`src/rtl/db_pipe_pkg.sv`:
```
// Shared definitions for the db_pipe_reg pipeline register and its stages.
// The occupancy counter (macro DB_PIPE_OCCUPANCY_EN) sizes itself with occ_width().
package db_pipe_pkg;

  localparam int unsigned DEFAULT_WIDTH     = 32'd8;
  localparam int unsigned DEFAULT_DEPTH     = 32'd4;
  localparam logic        DEFAULT_RESET_BIT = 1'b0;

  // Enough bits to count from 0 up to and including depth.
  function automatic int unsigned occ_width(input int unsigned depth);
    return $clog2(depth + 32'd1);
  endfunction

endpackage

```
`src/rtl/db_pipe_chk.sv`:
```
// Assertion checker: the occupancy counter always equals the number of valid stages.
// Instantiated by db_pipe_reg only when DB_PIPE_OCCUPANCY_EN is defined.
module db_pipe_chk
  import db_pipe_pkg::*;
#(
  parameter int unsigned DEPTH = DEFAULT_DEPTH
) (
  input  logic                         i_clk,
  input  logic                         i_reset,
  input  logic [DEPTH-1:0]             i_valid_vec,
  input  logic [occ_width(DEPTH)-1:0]  i_occ
);

  a_occ_matches_valid: assert property (@(posedge i_clk) disable iff (i_reset)
    int'(i_occ) == $countones(i_valid_vec));

  a_occ_bounded: assert property (@(posedge i_clk) disable iff (i_reset)
    int'(i_occ) <= int'(DEPTH));

endmodule

```
`src/rtl/db_pipe_stage.sv`:
```
// One pipeline stage: a {valid, data} register with sync reset, flush and enable.
// Flush clears only the valid bit so the data contents survive.
module db_pipe_stage
  import db_pipe_pkg::*;
#(
  parameter int unsigned       WIDTH     = DEFAULT_WIDTH,
  parameter logic [WIDTH-1:0]  RESET_VAL = {WIDTH{DEFAULT_RESET_BIT}}
) (
  input  logic             i_clk,
  input  logic             i_reset,
  input  logic             i_flush,
  input  logic             i_en,
  input  logic             i_valid,
  input  logic [WIDTH-1:0] i_data,
  output logic             o_valid,
  output logic [WIDTH-1:0] o_data
);

  typedef struct packed {
    logic             valid;
    logic [WIDTH-1:0] data;
  } stage_t;

  stage_t r_stage;

  // Stage register: reset > flush > enable > hold.
  always_ff @(posedge i_clk) begin
    if (i_reset) begin
      r_stage.valid <= 1'b0;
      r_stage.data  <= RESET_VAL;
    end else if (i_flush) begin
      r_stage.valid <= 1'b0;
      r_stage.data  <= r_stage.data;
    end else if (i_en) begin
      r_stage.valid <= i_valid;
      r_stage.data  <= i_data;
    end else begin
      r_stage <= r_stage;
    end
  end

  assign o_valid = r_stage.valid;
  assign o_data  = r_stage.data;

endmodule

```
`src/rtl/db_pipe_reg.sv`:
```
// DEPTH-stage, WIDTH-bit pipeline register with per-stage valid, stall and flush.
// Define DB_PIPE_OCCUPANCY_EN to add the occupancy output and its counter.
module db_pipe_reg
  import db_pipe_pkg::*;
#(
  parameter int unsigned       WIDTH     = DEFAULT_WIDTH,
  parameter int unsigned       DEPTH     = DEFAULT_DEPTH,
  parameter logic [WIDTH-1:0]  RESET_VAL = {WIDTH{DEFAULT_RESET_BIT}}
) (
  input  logic                        clk,
  input  logic                        reset,
  input  logic                        en,
  input  logic                        flush,
  input  logic [WIDTH-1:0]            d,
  input  logic                        d_valid,
`ifdef DB_PIPE_OCCUPANCY_EN
  output logic [occ_width(DEPTH)-1:0] occupancy,
`endif
  output logic [WIDTH-1:0]            q,
  output logic                        q_valid
);

  localparam int unsigned OCC_W = occ_width(DEPTH);

  if (DEPTH < 32'd1) begin : g_bad_depth
    $error("db_pipe_reg: DEPTH must be at least 1");
  end

  logic [DEPTH-1:0] w_valid;
  logic [WIDTH-1:0] w_data [DEPTH];

  for (genvar g = 0; g < DEPTH; g++) begin : g_stage
    logic             w_in_valid;
    logic [WIDTH-1:0] w_in_data;

    if (g == 0) begin : g_head
      assign w_in_valid = d_valid;
      assign w_in_data  = d;
    end else begin : g_body
      assign w_in_valid = w_valid[g-1];
      assign w_in_data  = w_data[g-1];
    end

    db_pipe_stage #(
      .WIDTH     (WIDTH),
      .RESET_VAL (RESET_VAL)
    ) u_stage (
      .i_clk   (clk),
      .i_reset (reset),
      .i_flush (flush),
      .i_en    (en),
      .i_valid (w_in_valid),
      .i_data  (w_in_data),
      .o_valid (w_valid[g]),
      .o_data  (w_data[g])
    );
  end

  assign q       = w_data[DEPTH-1];
  assign q_valid = w_valid[DEPTH-1];

`ifdef DB_PIPE_OCCUPANCY_EN
  logic [OCC_W-1:0] r_occ;

  // Entry and exit on the same edge cancel; modular arithmetic keeps this exact.
  always_ff @(posedge clk) begin
    if (reset) begin
      r_occ <= {OCC_W{1'b0}};
    end else if (flush) begin
      r_occ <= {OCC_W{1'b0}};
    end else if (en) begin
      r_occ <= r_occ + OCC_W'(d_valid) - OCC_W'(q_valid);
    end else begin
      r_occ <= r_occ;
    end
  end

  assign occupancy = r_occ;

  db_pipe_chk #(
    .DEPTH (DEPTH)
  ) u_chk (
    .i_clk       (clk),
    .i_reset     (reset),
    .i_valid_vec (w_valid),
    .i_occ       (r_occ)
  );
`endif

endmodule

```
`config.mk`:
```
export PLATFORM = sky130hd
export DESIGN_NAME = db_pipe_reg
export DESIGN_NICKNAME = d
export VERILOG_FILES = /design/src/rtl/db_pipe_pkg.sv /design/src/rtl/db_pipe_chk.sv /design/src/rtl/db_pipe_stage.sv /design/src/rtl/db_pipe_reg.sv
export SDC_FILE = /design/constraint.sdc
export NUM_CORES = 1
export LEC_CHECK = 0
export CORE_MARGIN = 2
export CORE_UTILIZATION = 56
export DETAILED_ROUTE_END_ITERATION = 10
export GPL_TIMING_DRIVEN = 0
export HOLD_SLACK_MARGIN = 0.12
export PLACE_DENSITY = 0.93
export SLEW_MARGIN = 15
export SYNTH_ARGS = -nofsm -noshare
export SYNTH_HDL_FRONTEND = slang
export SYNTH_SLANG_ARGS = --single-unit
```
`constraint.sdc`:
```
create_clock -name clk -period 1.97 [get_ports clk]
set_input_delay 0.591 -clock clk [delete_from_list [all_inputs] [get_ports clk]]
set_output_delay 0.591 -clock clk [all_outputs]
set_load 0.05 [all_outputs]
```
After elaboration in Yosys (flattened, before gate mapping)
Cells that the tools add are included.
{"block": "totals", "reg_bits": 36}
{"block": "classes", "n_bitwise": 1, "reduce_logical": 2}
{"cell": "AND reduction 2 bit", "n": 1}
{"cell": "OR reduction 2 bit", "n": 1}
{"cell": "NOT 1 bit", "n": 1}

Longest topological paths before layout
{"block": "depth", "depth_word": 2, "mapped_depth": 4, "depth_no_buf": 2}

Cells and area by module
A second synthesis with hierarchy kept.
{"block": "unflattened", "cells_unflattened": 152, "hier_area_um2": 1691.6}
{"module": "db_pipe_stage", "n_inst": 4, "cells_per_inst": 38, "area_per_inst_um2": 422.9, "seq_area_each_um2": 180.2}

Worst setup path before layout
No wires, ideal clock.
{"block": "synth_path", "path_kind": "input -> register", "startpoint": "in flush", "endpoint": "reg g_stage[3].u_stage.r_stage, in the netlist g_stage[3].u_stage.o_data[0]", "arrival_ns": 1.111, "slack_ns": 0.739, "path_stages": 4, "path_buffers": 2, "cell_sequence": "nand2b_1 -> buf_4 -> buf_6 -> mux2i_1"}
{"block": "synth_between", "elab_chain_len": 2}
{"item": "from (decl)", "line_no": "db_pipe_reg.sv:13", "source": "input logic flush,"}
{"item": "NOT 1 bit (no line)"}
{"item": "AND reduction 2 bit (no line)"}
{"item": "to (signal assigned)", "line_no": "db_pipe_stage.sv:38", "source": "r_stage <= r_stage;"}
{"item": "to (decl)", "line_no": "db_pipe_stage.sv:24", "source": "stage_t r_stage;"}
Every way passes these cells.
A chain may end at the register's enable or synchronous reset.

Final worst setup path
{"block": "layout_path", "startpoint": "reg g_stage[3].u_stage.r_stage, in the netlist g_stage[3].u_stage.o_data[1]", "endpoint": "out q[1]"}
{"item": "to (decl)", "line_no": "db_pipe_reg.sv:19", "source": "output logic [WIDTH-1:0] q,"}
No word-level cell between the ends.

==> flow_summary.toml <==
[detailed_routing]
vias_per_cell = 5.317
drc_errors = 0
dr.pass1.iters = 4
drtIter0Drc = 13
wirelength_mm = 2.615
wl_met3_um = 136
wl_met1_mm = 1.017
wire_per_inst_um = 14.06
ant_nets = 0
wl_met2_mm = 1.382
highest_layer = "met4"
vias = 989

[floorplanning]
initial_core_util = 0.5841
ios = 22
core.rowCount = 18
die_h_um = 54.60
core_area_um2 = 2455
die_area_um2 = 2981
die_w_um = 54.60

[synthesis]
synth_edf_count = 0
synthTopCellsByCount = "36 x dfxtp_1, 33 x nand2b_1, 28 x mux2i_1"
synth.most_common_cell = "dfxtp_1"
synth_nets = 141
synth_top_area_share = 0.5026
post-synth-top-area-cell = "dfxtp_1"
synth_seq_area_share = 0.5026
ys_types = 11
netlist_area_um2 = 1434
synth_flop_cell = "dfxtp_1"
yosysWarnings = 0
synthCells = 128
synth.avg_cell_area_um2 = 11.20
postSynth.asyncResetShare = 0
yosys-top-cells-area = "dfxtp_1 50%, mux2i_1 20%, nand2b_1 14%, nand4bb_1 6.3%, o21ai_1 2.8%"
ys_seq_elements = 36

[worst_hold_path]
hold_start = "g_stage[3].u_stage.o_data[2]"
min_to = "g_stage[3].u_stage.o_data[2]"
holdCritPathClass = "reg2reg"
worstHoldPathCells = 2

[cts]
h-tree-depth = 2
cts_sinks = 36
cts_tree = "done"
cts_hold_buf = 0
path_clk_slew_ps = 100
root_buffer = "clkbuf_4"
numCtsBuffers = 5
clock_path_buffers = 2
cts-resized-gates = 9
cts_setup_buffers = 0
clk_latency_ps = 340

[finish]
final_util = 0.7069
fillerInstances = 181
drive_above_1_share = 0.09615
regArea_um2 = 720.7
nets = 169
area_growth_pct = 21.03
multiInputGateArea_um2 = 645.6
antenna_cells = 0

[power]
ir_worst_vdd_mv = 0.7845
powerDensity_nw_per_um2 = 740.6
total_power_uw = 1285
p_leak_uw = 0.0007364

[setup_path]
crit_path_top_delay_cell = "dlygate4sd2_1"
r2r_slack_ps = 1290
cp_cell_sequence = "dlygate4sd2_1"
rr_startpoint = "g_stage[2].u_stage.o_valid"
cp-end-kind = "output port"
cp_max_fo = 2
cp.required_ps = 1380
start_kind = "flop"
reg2regPathDepth = 2
worstReg2RegEnd = "g_stage[2].u_stage.o_valid"
crit_path_max_incr_delay_ps = 540
crit_arrival_ps = 1260
path_delay_family = "buffers and inverters"
crit_buf_inv = 1
path_class = "reg2out"

[sta]
setup-tns-final_ps = 0
hold_viol = 0
skew_ps = 5.228
fin_crit_sh = 0.9372
layout_min_cycle_time_ps = 1846
maxSlewViolCount = 0
max-slew-margin-rel = 0.6749
tightest_slew_ps = 489.6
rsz0062_at_grt = "false"
fmax_mhz = 541.6
setup-violations-final = 0

[global_route]
grt_pass1_vias = 976
grt_max_degree = 11
grtUsageTotal = 0.2212
antenna_found_initial = 0
overflow = 0
grt_pass1_wl_mm = 4.353

[placement]
port_buffers = 21
hpwl_mm = 1.931
place.gp.congestion = 0.7627

[status]
status = "finished, final reports clean"

[flow_run]
cap_violations = 0
-- routing by layer --
layer | vias to the layer above | global-route usage
met4 | 0 | 0.1292
met5 | - | 0
met2 | 24 | 0.3611
met3 | 7 | 0.09563
li1 | 494 | -
met1 | 464 | 0.2351
-- stage by stage --
| step | instance area [um^2] | setup WS, ps | cells | hold slack [ps] |
|---|---|---|---|---|
| 2_1_floorplan | 1434 | 738.8 | 128 | 449.5 |
| 3_5_place_dp | 1682 | -42.72 | 179 | 463.2 |
| 4_1_cts | 1735 | 126.4 | 186 | 474.5 |
| 6_report | 1735 | 123.7 | 186 | 470.5 |
| 3_3_place_gp | 1682 | 49.45 | 179 | 457.8 |
| 5_1_grt | 1735 | 95.80 | 186 | 507.8 |
-- report_power, final --
part	internal, uW	switching, uW
Clock	202	225
Sequential	740	3.90
Combinational	64.5	49.5
Total	1010	279
-- layout make-up --
cell class	count	area share
timing repair buffer	21	0.1146
multi-input combinational	82	0.3720
sequential	36	0.4153
clock buffer	7	0.03749
tap	30	0.02163
buffer	10	0.03893
-- worst max path at each step --
stage,endpoint,cells past startpoint,startpoint
finish,q[1],1,g_stage[3].u_stage.o_data[1]
global route,q[1],1,g_stage[3].u_stage.o_data[1]
CTS,q[1],1,g_stage[3].u_stage.o_data[1]
detailed placement,g_stage[3].u_stage.o_data[1],5,reset
global placement,g_stage[3].u_stage.o_data[5],5,reset
floorplan,g_stage[3].u_stage.o_data[0],4,flush
-- registers in the layout, summed over array words and instances (netlist names) --
register and cells:
g_stage.u_stage.o_data 32, g_stage.u_stage.o_valid 4
-- placed cells by master (no fill, tap or decap) --
cell type / count
nor3_1: 4
nand2b_1: 33
buf_4: 1
nand4bb_1: 8
clkbuf_1: 3
clkbuf_4: 5
nor2b_2: 1
clkdlybuf4s50_1: 12
buf_6: 3
buf_2: 3
dlygate4sd2_1: 9
clkbuf_8: 2
dfxtp_1: 36
o21ai_1: 8
mux2i_1: 28
-- logic make-up (layout without fill, tap and decap cells) --
group / count (synthesis) / after routing / share of synthesized area
AOI/OAI and AO/OA: 8 / 8 / 0.02792
buffers and inverters: 10 / 38 / 0.04712
DFF: 36 / 36 / 0.5026
muxes: 28 / 28 / 0.1955
and+or+nand+nor: 46 / 46 / 0.2269
No activity file was read; power rests on OpenSTA's default activity.
==> RTL edit 1 (same settings) <==
Change the package constant `DEFAULT_WIDTH` from 32'd8 to 32'd10.
--- a/src/rtl/db_pipe_pkg.sv
+++ b/src/rtl/db_pipe_pkg.sv
@@ -4,3 +4,3 @@
 
-  localparam int unsigned DEFAULT_WIDTH     = 32'd8;
+  localparam int unsigned DEFAULT_WIDTH     = 32'd10;
   localparam int unsigned DEFAULT_DEPTH     = 32'd4;
Ports: changed (resized d and q); port bits go from 22 to 26. No check against the original RTL was run, so the function may have changed too.
==> RTL edit 1 against the unedited design <==
Die area up 20%; sequential share of layout area rose by 0.55 points; combinational power increased by 17%; wire length is 17% higher; area after synthesis up 21%; setup slack improved by 16 ps; synthesized cell count up 22%; cell area increased by 21%; sequential cell count rose by 8; power up 23%; non-clock buffer count is 6 higher; critical endpoint is now q[7]; largest cell class unchanged; highest routed layer unchanged.
==> RTL edit 1: results (changes against the unedited design) <==
* Initial antenna violation count at 0 (unchanged)
* Reg2reg path depth at 2 (unchanged)
* Crit-path max cell delay at 530 ps
* Hold depth at 2 (unchanged)
* # diodes at 0 (unchanged)
* Dpl hpwl at 2.28 mm (+18%)
* Setup slack after placement at -36.9 ps (+5.80 ps)
* Maximum vdd ir drop at 556 uV (-29%)
* Final nets at 203 (+20%)
* Delay-heaviest family, CP: buffers and inverters
* Worst Hold End: g_stage[3].u_stage.o_data[8]$_SDFFE_PP0P_
* Critical Path Fanout Max at 2 (unchanged)
* Drt wl/cell at 13.8 um (-1.9%)
* Most area-consuming cells after synthesis: dfxtp_1, mux2i_1, nand2b_1, nand4bb_1, o21ai_0
* Max-Cap Viols at 0 (unchanged)
* Hold_sp: g_stage[3].u_stage.o_data[8]$_SDFFE_PP0P_
* Gr usage total at 20.4% (-1.7 points)
* Layout cells sized above 1 at 7.94% (-1.7 points)
* Buffer depth of the longest clock path at 2 (unchanged)
* Synth cell types at 13 (+2)
* DR iter-0 viols at 15 (+2)
* Start of the worst register-to-register path: g_stage[3].u_stage.o_valid$_SDFFE_PP0P_
* Worst slew pin tran at 493 ps (+3.67 ps)
* Final Slew Violations at 0 (unchanged)
* Reg2Reg Capture Point: g_stage[3].u_stage.o_valid$_SDFFE_PP0P_
* Mapped Nets at 171 (+21%)
* Commonest non-fill, non-tap cell in the layout: dfxtp_1
* Buffers on Ports at 25 (+19%)
* Register area share after synthesis at 50.6% (+0.39 points)
* Slowest-stage cell, CP: dlygate4sd2_1
* Setup Skew at 7.21 ps (+1.98 ps)
* First-pass GRT wire length at 5.35 mm (+23%)
* Layout fillers at 221 (+22%)
* Leak at 0.000887 uW (+20%)
* Largest net degree at the start of global routing at 14 (+3)
* R2r setup slk at 1270 ps (-20 ps)
* Async S/R FF share, synth at 0% (unchanged)
* Hold Path Class: register to register
* Max reg flops at 40 (+25%)
* Number of CTS-inserted buffers at 5 (unchanged)
* Synth warnings at 0 (unchanged)
* Vias at 1,208 (+22%)
* Status: finished, final reports clean
* Post-synth top cells: dfxtp_1, nand2b_1, mux2i_1
* Reg clk slew, reported paths at 120 ps (+20 ps)
* Crit path DAT at 1240 ps (-20 ps)
* Latest clock arrival within the worst-skew pair at about 350 ps
* Placer congestion estimate at 0.752 (-1.4%)
RTL edit 1: repair_timing:
| item | in CTS | in global routing |
|---|---|---|
| setup buffers | 0 | 0 |
| setup endpoints to repair | 11 | 0 |
| resized for setup | 11 | 0 |
RTL edit 1: logic make-up after synthesis:
| group | count (synthesis) | share of synthesized area [%] |
|---|---|---|
| AOI/OAI and AO/OA | 10 | 2.88 |
| DFF | 44 | 50.6 |
| muxes | 34 | 19.6 |
| and+or+nand+nor | 56 | 22.7 |
| buffers and inverters | 12 | 4.17 |
RTL edit 1: worst max-delay path by stage:
stage | startpoint | to | slack, ps | depth (start not counted)
after floorplan | flush | g_stage[3].u_stage.o_data[0]$_SDFFE_PP0P_ | 720 | 4
after global placement | reset | g_stage[3].u_stage.o_data[7]$_SDFFE_PP0P_ | 20 | 5
after detailed placement | en | g_stage[0].u_stage.o_data[4]$_SDFFE_PP0P_ | -40 | 5
after CTS | g_stage[3].u_stage.o_data[7]$_SDFFE_PP0P_ | q[7] | 120 | 1
after global routing | g_stage[3].u_stage.o_valid$_SDFFE_PP0P_ | q_valid | 90 | 1
final | g_stage[3].u_stage.o_data[7]$_SDFFE_PP0P_ | q[7] | 140 | 1
RTL edit 1: stage by stage:
step	hold slack, ps	TNS, ps	total power, uW	std cells	area [sq um]
floorplan	450	0	1010	156	1740
global route	507	0	1630	222	2090
CTS	484	0	1600	222	2090
detailed placement	470	-155	1060	214	2030
global placement	460	0	1060	214	2030
finish	479	0	1580	222	2090
RTL edit 1: power breakdown:
part           switching, uW  leakage, uW  internal, uW
clock                    274    0.0000422           266
combinational           58.3     0.000489          74.5
sequential              4.22     0.000356           905
RTL edit 1: metal layers:
metal,share of wire (%),track usage (%),up-vias
met2,51,35.9,22
met1,44,23.7,581
met3,3.0,4.11,7
met4,2.0,9.52,0
li1,-,-,598
met5,0,0,-
RTL edit 1: worst reg2reg max path, cell delays in order, from the launching register on:
cell	delay, ps
dfxtp_1	360
mux2i_1	80
nor3_1	190
RTL edit 1: cell type report:
cell class / instances / area [sq um] / share of cell area [%]
Sequential cell: 44 / 881 / 42.1
Multi-Input combinational cell: 100 / 786 / 37.5
Timing Repair Buffer: 25 / 236 / 11.3
Buffer: 12 / 72.6 / 3.47
Clock buffer: 6 / 41.3 / 1.97
Tap cell: 33 / 41.3 / 1.97
Clock inverter: 2 / 35.0 / 1.67
==> RTL edit 2 (same flow settings) <==
Made on the original files. Add an input register stage for `d`, without a reset; this delays it by one clock. The other inputs are not delayed to match.
--- a/src/rtl/db_pipe_reg.sv
+++ b/src/rtl/db_pipe_reg.sv
@@ -24,2 +24,8 @@
 
+  logic [WIDTH-1:0] d_q;
+
+  always_ff @(posedge clk) begin
+      d_q <= d;
+  end
+
   if (DEPTH < 32'd1) begin : g_bad_depth
@@ -37,3 +43,3 @@
       assign w_in_valid = d_valid;
-      assign w_in_data  = d;
+      assign w_in_data  = d_q;
     end else begin : g_body
Function: changed (Yosys sat finds a counterexample within 10 cycles, from zero or initial values and one cycle with reset high).
==> RTL edit 2 against the unedited design <==
Cell area is 9.2% higher; area after synthesis grew 11%; largest power group unchanged; sequential cell count grew 8; core utilization down 1.4 points; cell count increased by 5.4%; fmax rose by 1.6%; wire length fell by 5.0%; setup slack better by 29 ps; critical endpoint is now q[0]; synthesized cell count rose by 6.3%; clock power is 4% higher; power up 14%.
==> RTL edit 2: results (changes against the unedited design) <==
* Status: finished, final reports clean
* Async S/R FF share, synth at 0% (unchanged)
* Reg clk slew, reported paths at 110 ps
* Most area-consuming cells after synthesis: dfxtp_1, mux2i_1, nand2b_1, nand4bb_1, o21ai_1
* CTS root buf: clkbuf_4
* Placed cell area at 1840 sq um (+9.7%)
* Dpl hpwl at 1.88 mm (-2.8%)
* Number of CTS-inserted buffers at 5 (unchanged)
* P_clk at 442 uW (+4%)
* Gr usage total at 17.9% (-4.2 points)
* Latest clock arrival within the worst-skew pair at about 350 ps
* Final nets at 177 (+4.7%)
* Synth warnings at 0 (unchanged)
* Hold WS at 485 ps (+14.1 ps)
* DR iter-0 viols at 10 (-3)
* Hold_sp: d_q[4]$_DFF_P_
* Worst slew pin tran at 489 ps (-0.560 ps)
* Vias in the first global route at 1,025 (+5.0%)
* Slowest-stage cell, CP: dlygate4sd2_1
* Critical path origin: g_stage[3].u_stage.o_data[0]$_SDFFE_PP0P_
* Start of the worst register-to-register path: g_stage[0].u_stage.o_valid$_SDFFE_PP0P_
* DRT Pass-1 Iters at 4 (unchanged)
* Drt wl/cell at 12.7 um (-9.9%)
* Avg Vias per Cell at 5.19 (-2.4%)
* Layout cells sized above 1 at 8.48% (-1.1 points)
* First-pass GRT wire length at 4.41 mm (+1.3%)
* H-tree depth at 2 (unchanged)
* R2r setup slk at around 1300 ps
* Mapped Nets at 149 (+5.7%)
* Crit-path max cell delay at 530 ps
* Post-synth top cells: dfxtp_1, nand2b_1, mux2i_1
* Worst Hold End: g_stage[0].u_stage.o_data[4]$_SDFFE_PP0P_
* Register area share after synthesis at 55.2% (+5.0 points)
* Setup repair bufs after CTS at 0 (unchanged)
* Switching power at 324 uW (+16%)
* Largest net degree at the start of global routing at 14 (+3)
* P_seq at 916 uW (+23%)
* Synth cell types at 12 (+1)
* Leak at 0.000776 uW (+5.4%)
* Crit path capture: q[0]
* Hold depth at 2 (unchanged)
* Setup Skew at 2.98 ps (-2.25 ps)
* Critical Path Fanout Max at 2 (unchanged)
* Delay-heaviest family, CP: buffers and inverters
* # diodes at 0 (unchanged)
* Reg2reg path depth at 2 (unchanged)
* Maximum vdd ir drop at 703 uV (-10%)
* Reg2Reg Capture Point: g_stage[1].u_stage.o_valid$_SDFFE_PP0P_
* Final hold vios at 0 (unchanged)
* Buffers on Ports at 21 (unchanged)
* Clock power share at 30.1% (-3.2 points)
* Layout fillers at 201 (+11%)
* Hold Path Class: register to register
* Placer congestion estimate at 0.736 (-3.5%)
[RTL edit 2: per-layer routing]
layer	part of all wire, %	GRT usage (%)	wire (um)	up-vias
met1	42	19.6	1030	472
li1	-	-	-	516
met2	51	29.7	1270	23
met4	2.0	8.97	50	0
met3	5.2	7.48	128	6
met5	0	0	0	-
[RTL edit 2: cell families after synthesis]
family / Yosys count / share of synthesized area [%]
AO/OA/AOI/OAI: 8 / 2.51
AND/OR/NAND/NOR: 46 / 20.4
multiplexers: 28 / 17.6
flip-flops: 44 / 55.2
buffers and inverters: 10 / 4.31
[RTL edit 2: cell type report]
cell class              count  area (sq um)  area share, %
flip-flops and latches     44           881           46.5
multi-input cells          82           646           34.1
repair buffers             21           199           10.5
plain buffers              10          68.8           3.63
clock buffers               6          51.3           2.71
well taps                  31          38.8           2.05
clock inverters             2          10.0          0.528
[RTL edit 2: stage by stage]
step	setup slack (ps)	cells
finish	153	196
global route	69.5	196
CTS	129	196
detailed placement	18.9	188
global placement	102	188
floorplan	751	136
